`src/rtl/mem_arb_pkg.sv`:
```
// Shared definitions for mem_arbiter: FSM encoding, grant encoding and latency bounds.
package mem_arb_pkg;

   localparam int unsigned LATENCY_MIN = 1;
   localparam int unsigned LATENCY_MAX = 15;
   localparam int unsigned CNT_W       = $clog2(LATENCY_MAX + 1);

   typedef enum logic [1:0] {
      StIdle = 2'd0,
      StBusy = 2'd1,
      StDone = 2'd2
   } state_t;

   typedef enum logic {
      GNT_IF = 1'b0,
      GNT_D  = 1'b1
   } gnt_t;

endpackage

```
`src/rtl/mem_arbiter.sv`:
```
// Two-port (fetch/data) arbiter onto one fixed-latency memory port.
// Define MEM_ARB_RR_EN for round-robin on contention; default is data-over-fetch priority.
module mem_arbiter
   import mem_arb_pkg::*;
#(
   parameter int unsigned ADDR_W  = 32,
   parameter int unsigned DATA_W  = 32,
   parameter int unsigned LATENCY = 2
) (
   input  logic              clk,
   input  logic              reset,
   input  logic              if_req,
   input  logic [ADDR_W-1:0] if_addr,
   output logic [DATA_W-1:0] if_rdata,
   output logic              if_ack,
   input  logic              d_req,
   input  logic              d_we,
   input  logic [ADDR_W-1:0] d_addr,
   input  logic [DATA_W-1:0] d_wdata,
   output logic [DATA_W-1:0] d_rdata,
   output logic              d_ack,
   output logic [ADDR_W-1:0] mem_addr,
   output logic [DATA_W-1:0] mem_wdata,
   output logic              mem_read,
   output logic              mem_write,
   input  logic [DATA_W-1:0] mem_rdata
);

   // Out-of-range LATENCY is clamped rather than left to wrap the counter.
   localparam int unsigned LAT_C = (LATENCY < LATENCY_MIN) ? LATENCY_MIN :
                                   (LATENCY > LATENCY_MAX) ? LATENCY_MAX : LATENCY;
   localparam logic [CNT_W-1:0] CNT_LOAD = CNT_W'(LAT_C - 1);

   state_t              r_state, w_state_d;
   logic [CNT_W-1:0]    r_cnt, w_cnt_d;
   gnt_t                r_gnt;
   gnt_t                w_win;
   logic                r_we;
   logic [ADDR_W-1:0]   r_addr;
   logic [DATA_W-1:0]   r_wdata;
   logic [DATA_W-1:0]   r_if_rdata;
   logic [DATA_W-1:0]   r_d_rdata;
   logic                w_load;
   logic                w_capture;

`ifdef MEM_ARB_RR_EN
   gnt_t r_last;

   always_comb begin
      w_win = GNT_IF;
      if (if_req && d_req) begin
         w_win = (r_last == GNT_IF) ? GNT_D : GNT_IF;
      end else if (d_req) begin
         w_win = GNT_D;
      end
   end

   always_ff @(posedge clk or posedge reset) begin
      if (reset) begin
         r_last <= GNT_IF;
      end else if (w_load) begin
         r_last <= w_win;
      end
   end
`else
   always_comb begin
      w_win = d_req ? GNT_D : GNT_IF;
   end
`endif

   always_comb begin
      w_state_d = r_state;
      w_cnt_d   = r_cnt;
      w_load    = 1'b0;
      w_capture = 1'b0;
      unique case (r_state)
         StIdle: begin
            if (if_req || d_req) begin
               w_load    = 1'b1;
               w_cnt_d   = CNT_LOAD;
               w_state_d = StBusy;
            end
         end
         StBusy: begin
            if (r_cnt == '0) begin
               w_capture = 1'b1;
               w_state_d = StDone;
            end else begin
               w_cnt_d = r_cnt - 1'b1;
            end
         end
         StDone: begin
            w_state_d = StIdle;
         end
         default: begin
            w_state_d = StIdle;
         end
      endcase
   end

   always_ff @(posedge clk or posedge reset) begin
      if (reset) begin
         r_state <= StIdle;
         r_cnt   <= '0;
      end else begin
         r_state <= w_state_d;
         r_cnt   <= w_cnt_d;
      end
   end

   // Fetches carry no write data, so r_wdata keeps whatever the last write left.
   always_ff @(posedge clk or posedge reset) begin
      if (reset) begin
         r_gnt   <= GNT_IF;
         r_we    <= 1'b0;
         r_addr  <= '0;
         r_wdata <= '0;
      end else if (w_load) begin
         r_gnt <= w_win;
         if (w_win == GNT_D) begin
            r_we    <= d_we;
            r_addr  <= d_addr;
            r_wdata <= d_wdata;
         end else begin
            r_we   <= 1'b0;
            r_addr <= if_addr;
         end
      end
   end

   always_ff @(posedge clk or posedge reset) begin
      if (reset) begin
         r_if_rdata <= '0;
         r_d_rdata  <= '0;
      end else if (w_capture) begin
         if (r_gnt == GNT_IF) begin
            r_if_rdata <= mem_rdata;
         end else begin
            r_d_rdata <= mem_rdata;
         end
      end
   end

   assign mem_addr  = r_addr;
   assign mem_wdata = r_wdata;
   assign mem_read  = (r_state == StBusy) && !r_we;
   assign mem_write = (r_state == StBusy) && r_we;
   assign if_ack    = (r_state == StDone) && (r_gnt == GNT_IF);
   assign d_ack     = (r_state == StDone) && (r_gnt == GNT_D);
   assign if_rdata  = r_if_rdata;
   assign d_rdata   = r_d_rdata;

endmodule
```
`config.mk`:
```
export PLATFORM = sky130hd
export DESIGN_NAME = mem_arbiter
export DESIGN_NICKNAME = d
export VERILOG_FILES = /design/src/rtl/mem_arb_pkg.sv /design/src/rtl/mem_arbiter.sv
export SDC_FILE = /design/constraint.sdc
export NUM_CORES = 1
export LEC_CHECK = 0
export CAP_MARGIN = 20
export CORE_UTILIZATION = 41
export DETAILED_ROUTE_END_ITERATION = 7
export GPL_ROUTABILITY_DRIVEN = 0
export HOLD_SLACK_MARGIN = 0.02
export PLACE_DENSITY_LB_ADDON = 0.12
export SYNTH_ARGS = -nofsm -noshare
export SYNTH_HDL_FRONTEND = slang
export SYNTH_SLANG_ARGS = --single-unit
export TNS_END_PERCENT = 50
```
`constraint.sdc`:
```
create_clock -name clk -period 5.7 [get_ports clk]
set_input_delay 1.14 -clock clk [delete_from_list [all_inputs] [get_ports clk]]
set_output_delay 1.14 -clock clk [all_outputs]
set_load 0.005 [all_outputs]
```
==> impl_metrics.csv <==
group,metric,value,unit
power_and_ir_drop,ir_drop,0.2685,mV
synth,ys_seq_elements,136,
clocking,insertion_delay,410,ps
clocking,htreeDepth,4,
drt,routed_wl,14.06,mm
drt,drtIter0Drc,200,
clocking,cts_buffers,17,
floorplan,die_w,119.5,µm
run_status,status,"completed",
timing,finalCritPeriodShare,52.50,%
clocking,cts_sinks,136,
global_route,grt_max_degree,86,
clocking,cts.clk_slew.worst_paths,60,ps
final_layout,drive_gt1_share,20.42,%
synth,yosysTopAreaCellShare,60.10,%
worst_setup_path,crit_slowest_cell,"clkdlybuf4s50_1",
synth,ys.warnings.count,0,
synth,netlist_area,5663,µm²
worst_setup_path,critPathArrivalTime,1850,ps
final_layout,antennaDiodeCount,0,
clocking,ctsRootBufferMaster,"clkbuf_16",
clocking,post_cts_resized,0,
timing,holdWs,482.6,ps
timing,rsz0062_at_grt,"no",
final_layout,area_growth,60.94,%
timing,tns,0,ps
worst_setup_path,path_cells,"nand2b_1, nor2_1, clkdlybuf4s50_1",
worst_setup_path,start_kind,"register",
timing,drv_slew,0,
timing,finalCriticalPeriod,2993,ps
final_layout,fill_cells,1010,
synth,yosys.cell_types.count,32,
flow_run,cap_violations,0,
timing,setup_viol,0,
global_route,grt_use_total,20.63,%
worst_setup_path,crit_type,"reg -> out",
timing,worstMarginPinSlew,996.6,ps
global_route,grt_pass1_wl,22.63,mm
worst_setup_path,cp_num_buf_inv,1,
worst_setup_path,crit_family,"buffers and inverters",
synth,ys_seq_area_share,60.10,%
clocking,cts_buffer_depth,2,
drt,drt_first_pass_iters,4,
global_route,gr-total-overflow,0,
synth,synthTopCellsByArea,"dfrtp_1 (60%), mux2_2 (13%), mux2_4 (8.0%), o21ai_0 (5.9%), mux2i_1 (5.7%)",
clocking,cts_tree,"built",
worst_setup_path,slowest_delay,560,ps
global_route,grt_pass1_vias,4309,
timing,hold_viol,0,
final_layout,fin_util,68.28,%
min_path,hold_class,"reg -> reg",
power_and_ir_drop,fin_total_pwr,5.117,mW
worst_setup_path,worstPathRequired,4560,ps
timing,fin_worst_skew,6.454,ps
clocking,holdBufCountCts,0,
drt,drc,0,
drt,viasPerCell,4.878,
synth,syn-num-nets,526,
worst_setup_path,crit_fanout,8,
worst_setup_path,cp-end-kind,"output pin",
drt,vias,4107,
power_and_ir_drop,p_per_area,561.4,nW/µm²
placement,io_buffers,264,
floorplan,die_area,14290,µm²
timing,relSlewSlack,33.56,%
placement,place_hpwl,10.05,mm
synth,avgSynthCellArea,14.45,µm²
floorplan,die_h,119.5,µm
floorplan,fp-row-count,42,
final_layout,nets,787,
drt,routedWlPerCell,16.70,µm
final_layout,ff_latch_area,3403,µm²
clocking,post_cts.repair.setup_buffers,0,
final_layout,multi_input_area,2091,µm²
timing,clock.fmax,0.3341,GHz
power_and_ir_drop,leakagePower,3.925,nW
floorplan,core_area,13350,µm²
global_route,antenna_found_initial,0,
floorplan,io_pins,265,
floorplan,initial_core_util,42.43,%
synth,synth_top_cell_by_area,"dfrtp_1",
drt,ant_nets,0,
synth,netlist_instances,392,
-- sequential cells by signal, summed over array words and instances, names as in the netlist --
register and flops:
d_rdata 32, if_rdata 32, mem_addr 32, mem_wdata 32
r_cnt 4, r_state 2, r_gnt 1, r_we 1
-- synthesized netlist by cell type --
library cell  count
mux2_2           63
nand4b_1          2
nor4b_2           1
buf_2             6
mux2_1            4
nor2_1            3
clkbuf_1         13
and3b_1           1
or2_2             1
nand3_1           2
a21o_1            1
nor3_1            2
o22ai_1           1
nor3b_1           2
inv_1             3
or4_4             1
buf_12            3
o221ai_1          1
nand2_1           1
buf_1             3
and2_1            2
o21ai_0          67
nand3b_1          2
buf_6             2
mux2_4           30
ha_1              1
and2b_1           1
nand2b_1          2
mux2i_1          32
dfrtp_1         136
a22o_1            1
o211ai_1          2
-- logic make-up (layout without fill, tap and decap cells) --
family	after synthesis	count (layout)	share of synthesized area, %
muxes	129	129	26.93
and+or+nand+nor	23	23	2.762
DFF	136	136	60.10
AOI/OAI and AO/OA	73	73	6.739
adders and majority gates	1	1	0.2209
buffers and inverters	30	304	3.248
-- worst register-to-register path, delay by kind of cell, from the launching register on --
family	cells	cell delay (ps)
AND/OR/NAND/NOR	2	1160
multiplexers	1	420
flip-flops	1	410
-- power breakdown --
part           internal [mW]  total, mW  switching, mW
combinational           1.40       2.10          0.697
clock                  0.888       1.28          0.397
sequential              1.46       1.74          0.277
total                   3.75       5.12           1.37
-- path summary, 6_finish.rpt --
path	to	cells after the start	start	slack [ps]
setup / recovery	mem_read	3	r_state[1]$_DFFE_PP0P_	2710
hold / removal	d_rdata[14]$_DFFE_PP0P_	1	d_rdata[14]$_DFFE_PP0P_	480
setup reg to reg	if_rdata[21]$_DFFE_PP0P_	3	r_state[1]$_DFFE_PP0P_	3580
hold reg to reg	d_rdata[14]$_DFFE_PP0P_	1	d_rdata[14]$_DFFE_PP0P_	480
max in group asynchronous	if_rdata[1]$_DFFE_PP0P_	3	reset	3290
min in group asynchronous	mem_wdata[23]$_DFFE_PP0P_	2	reset	1230
-- cells in the final DEF, fill, tap and decap left out, types with 4 or more instances in the layout --
master,netlist,routed
buf_4,0,4
clkbuf_16,0,17
mux2_4,30,30
dfrtp_1,136,136
o21ai_0,67,66
clkdlybuf4s50_1,0,263
mux2i_1,32,32
mux2_2,63,63
bufinv_16,0,7
mux2_1,4,4
-- through the flow --
step,cells,cell area (µm²),worst slack (ps)
2_1_floorplan,392,5663,920.5
3_3_place_gp,809,8398,2712
3_5_place_dp,809,8398,2613
4_1_cts,841,9099,2700
5_1_grt,842,9114,2562
6_report,842,9114,2707
-- area by class of cell --
cell class / instances / share of cell area [%]
tap: 176 / 2.416
inverter: 3 / 0.1785
multi-input combinational: 226 / 22.94
sequential: 136 / 37.34
clock inverter: 12 / 2.677
timing repair buffer: 269 / 29.43
clock buffer: 20 / 5.011
-- layer usage --
layer / vias to the layer above / share of wire [%] / track usage [%]
met1: 1985 / 41 / 24.53
met3: 16 / 8.2 / 6.892
met5: - / 0 / 0
li1: 1928 / - / -
met4: 0 / 1.3 / 7.734
met2: 178 / 50 / 34.61
Power figures use the tool's default switching activity.
